## src/rtl/serial_subtractor8.sv

```systemverilog
// Bit-serial subtractor: a - b, LSB first, one bit per clock.
// Optional signed overflow output ovf when SUB_OVERFLOW_FLAG_EN is defined.
module serial_subtractor8 #(
    parameter int WIDTH = 8
) (
    input  logic             clk,
    input  logic             rst,
    input  logic             start,
    input  logic [WIDTH-1:0] a,
    input  logic [WIDTH-1:0] b,
    output logic             busy,
    output logic             done,
    output logic [WIDTH-1:0] d,
`ifdef SUB_OVERFLOW_FLAG_EN
    output logic             bo,
    output logic             ovf
`else
    output logic             bo
`endif
);

    localparam int CW = $clog2(WIDTH + 1);
    localparam logic [CW-1:0] LAST = CW'(WIDTH - 1);

    typedef enum logic [1:0] {
        IDLE,
        SHIFT,
        DONE
    } state_t;

    state_t           state;
    state_t           next;
    logic [WIDTH-1:0] sa;
    logic [WIDTH-1:0] sb;
    logic [WIDTH-1:0] res;
    logic [WIDTH-1:0] res_next;
    logic [CW-1:0]    cnt;
    logic             br;
    logic             br_next;
    logic             diff_bit;
    logic             accept;
    logic             last;

`ifdef SUB_OVERFLOW_FLAG_EN
    logic a_msb;
    logic b_msb;
`endif

    assign accept   = start && (state != SHIFT);
    assign last     = (state == SHIFT) && (cnt == LAST);
    assign diff_bit = sa[0] ^ sb[0] ^ br;
    assign br_next  = (~sa[0] & sb[0]) | (~(sa[0] ^ sb[0]) & br);
    assign res_next = {diff_bit, res[WIDTH-1:1]};

    // State register
    always_ff @(posedge clk or posedge rst) begin
        if (rst) begin
            state <= IDLE;
        end else begin
            state <= next;
        end
    end

    // Next-state and status outputs
    always_comb begin
        next = state;
        busy = 1'b0;
        done = 1'b0;
        unique case (state)
            IDLE: begin
                if (start) next = SHIFT;
            end
            SHIFT: begin
                busy = 1'b1;
                if (last) next = DONE;
            end
            DONE: begin
                done = 1'b1;
                next = start ? SHIFT : IDLE;
            end
            default: next = IDLE;
        endcase
    end

    // Operand load, serial borrow chain and result capture
    always_ff @(posedge clk or posedge rst) begin
        if (rst) begin
            sa  <= '0;
            sb  <= '0;
            res <= '0;
            cnt <= '0;
            br  <= 1'b0;
            d   <= '0;
            bo  <= 1'b0;
`ifdef SUB_OVERFLOW_FLAG_EN
            a_msb <= 1'b0;
            b_msb <= 1'b0;
            ovf   <= 1'b0;
`endif
        end else if (accept) begin
            sa  <= a;
            sb  <= b;
            res <= '0;
            cnt <= '0;
            br  <= 1'b0;
`ifdef SUB_OVERFLOW_FLAG_EN
            a_msb <= a[WIDTH-1];
            b_msb <= b[WIDTH-1];
`endif
        end else if (state == SHIFT) begin
            sa  <= sa >> 1;
            sb  <= sb >> 1;
            res <= res_next;
            br  <= br_next;
            cnt <= cnt + CW'(1);
            if (last) begin
                d  <= res_next;
                bo <= br_next;
`ifdef SUB_OVERFLOW_FLAG_EN
                ovf <= (a_msb != b_msb) && (diff_bit != a_msb);
`endif
            end
        end
    end

endmodule

```

## config.mk

```make
export PLATFORM = sky130hd
export DESIGN_NAME = serial_subtractor8
export DESIGN_NICKNAME = d
export VERILOG_FILES = /design/src/rtl/serial_subtractor8.sv
export SDC_FILE = /design/constraint.sdc
export NUM_CORES = 1
export LEC_CHECK = 0
export CAP_MARGIN = 10
export CELL_PAD_IN_SITES_DETAIL_PLACEMENT = 0
export CELL_PAD_IN_SITES_GLOBAL_PLACEMENT = 1
export CORE_ASPECT_RATIO = 0.9
export CORE_UTILIZATION = 36
export CTS_CLUSTER_SIZE = 12
export DETAILED_ROUTE_END_ITERATION = 8
export PLACE_DENSITY_LB_ADDON = 0.05
export SYNTH_ARGS = -nofsm -noshare
export SYNTH_HDL_FRONTEND = slang
export SYNTH_SLANG_ARGS = --single-unit
```

## constraint.sdc

```tcl
create_clock -name clk -period 1.5 [get_ports clk]
set_input_delay 0.45 -clock clk [delete_from_list [all_inputs] [get_ports clk]]
set_output_delay 0.45 -clock clk [all_outputs]
set_load 0.02 [all_outputs]
```

==> results.toml, run 1 <==
[sta]
slew_headroom_pct = 73.7
rsz0062_at_grt = "yes"
hold-worst-slack_ns = 0.486
min_period_ns = 1.48
drv_slew = 0
worstMarginPinSlew_ns = 0.394
setup_violations = 0
hold_violations = 0
fmax_mhz = 676
period_share_pct = 98.6
fin_worst_skew_ns = 0.0117

[clock_network]
cts_buffers = 5
tritoncts = "built"
path_clk_slew_ns = 0.08
clock-root-buffer = "clkbuf_8"
clk_path_buf_depth = 2
cts_sinks = 39
h-tree-depth = 2
clk_latency_ns = 0.29
hold_buffers = 0

[drt]
wirelength_um = 3280
drtAntennaViolNets = 0
drc = 0
vias = 1177
via_per_inst = 4.58
wire_per_inst_um = 12.7
dr.pass1.iters = 4
drt_iter0_markers = 87

[floorplan]
start_util_pct = 37.7
die_x_um = 74.0
core-area_um2 = 4460
die_y_um = 66.8
row_count = 23
die_area_um2 = 4950
pin_count = 30

[yosys]
synth.yosys.warnings = 0
syn-mean-instance-area_um2 = 11.0
synth_cell_types = 19
synth_nets = 174
ys_ff_latch = 39
synthesis.area_um2 = 1680
synth_cells = 153
ys_seq_area_share_pct = 58.1

[grt]
grt_pass1_wl_um = 5350
grt_usage_pct = 14.8
antenna_found_initial = 0
grt_pass1_vias = 1148
grt_max_degree = 51
grt-ovfl-total = 0

[critical_path]
reg2reg_setup_slack_ns = 0.02
reg2reg_depth = 6
arrival_ns = 1.03
start_kind = "register"
regToRegEndpoint = "d[5]$_DFFE_PP0P_"
worstSetupEndpointType = "output port"
required_ns = 1.05
r2r_start = "state[1]$_DFFE_PP0P_"
worst-path-max-fanout = 3
worstSetupPathType = "register to output port"

[placement]
dpl.hpwl_um = 2070
numPortBuffers = 29
numPlacedInstances = 242
gp_congestion = 0.719

[cells_and_area]
n_antenna_cell = 0
finish.utilization_pct = 51.9
fin_nets = 215
drive_above_1_share_pct = 19.5
layout.cells.non_filler = 257
fillers = 406
synthToLayoutAreaGrowth_pct = 37.8

[power_and_ir_drop]
peakVddDrop_mv = 0.806
finalPower_mw = 4.35
power_density_nw_per_um2 = 1880
p_leak_nw = 1.07

[run]
maxCapViolCount = 0

[min_path]
hold_end = "sa[3]$_DFFE_PP0P_"
hp-start = "sa[4]$_DFFE_PP0P_"
min_path_cells = 2
hp-class = "register to register"

[status]
outcome = "finished clean"
==> Yosys cell counts <==
cell | number | area share, %
buf_1 | 2 | 0.45
fa_1 | 1 | 1.2
nand3b_1 | 1 | 0.45
mux2_2 | 9 | 6.0
dfrtp_1 | 39 | 58
nor2b_1 | 1 | 0.37
nand2b_1 | 1 | 0.37
buf_6 | 1 | 0.67
mux2i_1 | 18 | 11
o21ai_0 | 26 | 7.7
nor3_1 | 1 | 0.30
buf_2 | 2 | 0.60
nor3_4 | 1 | 0.97
nand2_1 | 32 | 7.1
nor2_1 | 2 | 0.45
inv_1 | 6 | 1.3
nand3_1 | 5 | 1.5
ha_1 | 1 | 0.74
clkbuf_1 | 4 | 0.89
==> report_power, final <==
group	internal, mW	leakage (nW)	switching [mW]
registers	1.50	0.491	0.268
clock network	0.538	0.0612	0.361
logic	0.821	0.515	0.855
==> repair_timing <==
item | in CTS | in global routing
pin swaps | 1 | 1
gates cloned | 1 | 0
endpoints found under the hold margin | 0 | 0
setup buffers | 3 | 4
endpoints found under the setup margin | 17 | 11
resized for setup | 18 | 19
==> placed cells by master, fill, tap and decap left out <==
master	netlist	routed
clkinv_2	0	1
mux2_4	0	4
mux2_2	9	5
clkdlybuf4s50_1	0	18
bufinv_16	0	1
mux2i_1	18	18
buf_12	0	3
dlygate4sd2_1	0	9
ha_2	0	1
nand2b_4	0	1
nor2b_1	1	1
nand3_1	5	5
fa_1	1	1
dfrtp_1	39	39
buf_4	0	7
nand2_1	32	31
buf_16	0	1
nor3_1	1	1
clkbuf_8	0	6
buf_6	1	5
nand3b_1	1	1
o21ai_0	26	26
nor3_4	1	1
inv_1	6	5
nor2_1	2	2
nand2_2	0	1
inv_2	0	1
==> stage by stage <==
step / TNS (ns) / area [um^2] / worst slack [ns]
after floorplan: 0 / 1680 / 0.0428
after global placement: -3.14 / 2090 / -0.137
after detailed placement: -4.07 / 2090 / -0.179
after CTS: -0.675 / 2260 / -0.125
after global routing: -0.163 / 2310 / -0.0420
final: 0 / 2310 / 0.0216
==> routing by layer <==
metal	global-route usage, %	wire length [um]	vias up
met2	22.8	1500	22
li1	-	-	594
met4	6.49	61	0
met3	3.63	127	6
met1	19.7	1590	555
met5	0	0	-
==> area by class of cell <==
cell class                      count  area [um^2]  area share (%)
Clock buffer                        6         82.6            3.57
Clock inverter                      2         35.0            1.51
Inverter                            6         22.5           0.973
Multi-Input combinational cell     99          666            28.8
Sequential cell                    39          976            42.2
Tap cell                           62         77.6            3.35
Timing Repair Buffer               43          455            19.7
==> how the worst max path moves through the flow <==
stage | from | end | slack [ns] | cells after the start
floorplan | state[1]$_DFFE_PP0P_ | d[0]$_DFFE_PP0P_ | 0.04 | 4
global placement | state[1]$_DFFE_PP0P_ | busy | -0.14 | 3
detailed placement | start | sa[4]$_DFFE_PP0P_ | -0.18 | 4
CTS | state[1]$_DFFE_PP0P_ | d[5]$_DFFE_PP0P_ | -0.13 | 5
global route | state[1]$_DFFE_PP0P_ | d[5]$_DFFE_PP0P_ | -0.04 | 6
finish | state[0]$_DFFE_PP0P_ | done | 0.02 | 2
==> cell families after synthesis <==
group	share of synthesized area [%]
muxes	16.8
AOI/OAI and AO/OA	7.74
and+or+nand+nor	11.5
adders and majority gates	1.94
DFF	58.1
buffers and inverters	3.95
==> flip-flops by register name, summed over array words and instances (netlist names) <==
register,count
sb,8
br,1
d,8
cnt,4
sa,8
res,7
bo,1
state,2
==> critical path: stages, from the launching register on <==
cell     delay [ns]
dfrtp_1        0.42
nor2b_1        0.16
buf_4          0.16
No activity file was read; power rests on OpenSTA's default activity.
==> run 2, diff against run 1 <==
--- a/config.mk
+++ b/config.mk
@@ -12,7 +12,9 @@
 export CORE_UTILIZATION = 36
 export CTS_CLUSTER_SIZE = 12
 export DETAILED_ROUTE_END_ITERATION = 8
+export GPL_TIMING_DRIVEN = 0
 export PLACE_DENSITY_LB_ADDON = 0.05
+export SLEW_MARGIN = 10
 export SYNTH_ARGS = -nofsm -noshare
 export SYNTH_HDL_FRONTEND = slang
 export SYNTH_SLANG_ARGS = --single-unit
==> run 2 against run 1 <==
Net effect:
- the flow now finishes with violations (negative setup slack)
- global-route usage rose by 1.5 points
- clock-buffer cell count did not move
- final area fell by 3.2%
- non-clock buffer count rose by 3
- sequential power barely moved
- via count rose by 3.1%
- worst hold slack improved by 0.00094 ns
- total power rose by 0.21%
- fmax fell by 5.8%
- register-to-register slack got worse by 0.02 ns
- worst setup slack got worse by 0.092 ns
- combinational power barely moved
- largest cell class unchanged
==> results.toml, run 2 (synthesis results as in run 1) <==
[floorplan]
start_util_pct = 37.7
die_x_um = 74.0
core-area_um2 = 4460
die_area_um2 = 4950
row_count = 23
pin_count = 30
die_y_um = 66.8

[drt]
wl_met3_um = 125
drt_iter0_markers = 78
drc = 0
drtAntennaViolNets = 0
dr.pass1.iters = 4
m1WireLength_um = 1680
highest_layer = "met4"
routed-wl-met2_um = 1590
wire_per_inst_um = 13.3
wirelength_um = 3460
via_per_inst = 4.67
vias = 1214

[cells_and_area]
reg.largest.list = "d x8, sa x8, sb x8"
layout.cells.non_filler = 260
synthToLayoutAreaGrowth_pct = 33.3
multi_input_area_um2 = 648
layout_common_cells = "39 x dfrtp_1, 32 x nand2_1, 26 x o21ai_0"
ff_latch_area_um2 = 976
n_antenna_cell = 0
drive_above_1_share_pct = 19.2
layout_commonest_cell = "dfrtp_1"
fillers = 412
fin_nets = 218

[sta]
hold_violations = 0
fin_worst_skew_ns = 0.00830
setup_violations = 2
rsz0062_at_grt = "yes"
slew_headroom_pct = 45.8
setup_ws_ns = -0.0700
worstMarginPinSlew_ns = 0.812
fmax_mhz = 637
period_share_pct = 105
min_period_ns = 1.57
hold-worst-slack_ns = 0.487
drv_slew = 0

[critical_path]
worstSetupPathType = "register to output port"
path_buf_inv = 3
path_cells = "nand2b_4 > inv_6 > buf_6 > buf_6"
arrival_ns = 1.12
cpMostUsedCell = "buf_6"
worst-path-max-fanout = 5
max_stage_delay_ns = 0.42
cp_top_family = "flip-flops"
required_ns = 1.05
slowest_stage = "dfrtp_1"
worstSetupEndpointType = "output port"
start_kind = "register"

[clock_network]
tritoncts = "built"
path_clk_slew_ns = 0.08
cts_sinks = 39
hold_buffers = 0
clk_path_buf_depth = 2
h-tree-depth = 2
clock-root-buffer = "clkbuf_8"
clk_latency_ns = 0.29
cts_buffers = 5

[grt]
grt-ovfl-total = 0
grt_max_degree = 40
grt_pass1_vias = 1212
antenna_found_initial = 0
grt_usage_pct = 16.3
grt_pass1_wl_um = 5840

[placement]
numPortBuffers = 28
gp_congestion = 0.806
dpl.hpwl_um = 2250
numPlacedInstances = 243

[power_and_ir_drop]
sw_frac_of_total_pct = 35.4
p_int_mw = 2.82
pwr-share-seq_pct = 40.8
power_density_nw_per_um2 = 1940
p_leak_nw = 1.03
peakVddDrop_mv = 0.855
pwr-share-comb_pct = 38.3
clockPowerShare_pct = 20.9
power.switching_mw = 1.54

[status]
violations = "negative setup slack"
outcome = "finished, violations left"

[min_path]
hp-class = "register to register"

[run]
maxCapViolCount = 0
==> run 2: cell types whose count changed in the layout (fill, tap and decap cells not counted), sizes merged <==
cell	before	now
clkbuf	6	10
clkdlybuf4s15	0	1
clkdlybuf4s50	18	17
dlygate4sd2	9	8
==> run 2: path summary, 6_finish.rpt <==
check | cells after the start | slack, ns | end | startpoint
worst max register to register | 5 | 0 | d[7]$_DFFE_PP0P_ | state[1]$_DFFE_PP0P_
max in group asynchronous | 2 | 0.35 | sb[0]$_DFFE_PP0P_ | rst
worst max-delay path | 4 | -0.07 | busy | state[0]$_DFFE_PP0P_
worst min-delay path | 2 | 0.49 | sa[6]$_DFFE_PP0P_ | sa[7]$_DFFE_PP0P_
worst min register to register | 2 | 0.49 | sa[6]$_DFFE_PP0P_ | sa[7]$_DFFE_PP0P_
min in group asynchronous | 2 | 0.63 | sa[6]$_DFFE_PP0P_ | rst
==> run 2: metal layers <==
| metal | GRT usage, % | vias to the layer above |
|---|---|---|
| li1 | - | 600 |
| met1 | 21.8 | 584 |
| met5 | 0 | - |
| met2 | 24.7 | 23 |
| met4 | 7.93 | 0 |
| met3 | 4.08 | 7 |
==> run 2: power groups by stage <==
stage                     sequential (mW)  clock, mW  combinational, mW
after floorplan                      1.89          0              0.866
after global placement               1.78          0               1.54
after detailed placement             1.80          0               1.57
after CTS                            1.78      0.942               1.61
after global routing                 1.84      0.994               1.87
final                                1.78      0.912               1.67
==> run 2: tightest hold or removal path: cells and delay by family (launching register included) <==
kind | cells | cell delay [ns]
AO/OA/AOI/OAI | 1 | 0.06
AND/OR/NAND/NOR | 1 | 0.05
flip-flops | 1 | 0.35
==> run 2: cell type report <==
class                      count  share of cell area, %
inverter                       6                   1.23
buffer                         8                   1.84
tap                           62                   3.46
clock buffer                   6                   3.69
timing repair buffer          38                   15.7
clock inverter                 2                   1.56
multi-input combinational     99                   28.9
sequential                    39                   43.6
==> run 2: stage by stage <==
step	utilization (%)	total power [mW]	TNS, ns	setup slack, ns	cell area [um^2]
2_1_floorplan	-	2.75	0	0.0428	1680
3_3_place_gp	45.7	3.32	-28.63	-0.686	2040
3_5_place_dp	45.7	3.37	-3.45	-0.626	2040
4_1_cts	49.2	4.34	-0.168	-0.168	2190
5_1_grt	50.2	4.70	-0.693	-0.112	2240
6_report	50.2	4.36	-0.0704	-0.0700	2240
==> run 2: what timing repair did <==
item	in CTS	in global routing
hold endpoints to repair	0	0
endpoints found under the setup margin	20	16
gates cloned	0	0
gates resized for setup	26	7
pin swaps	1	1
buffers inserted	4	6
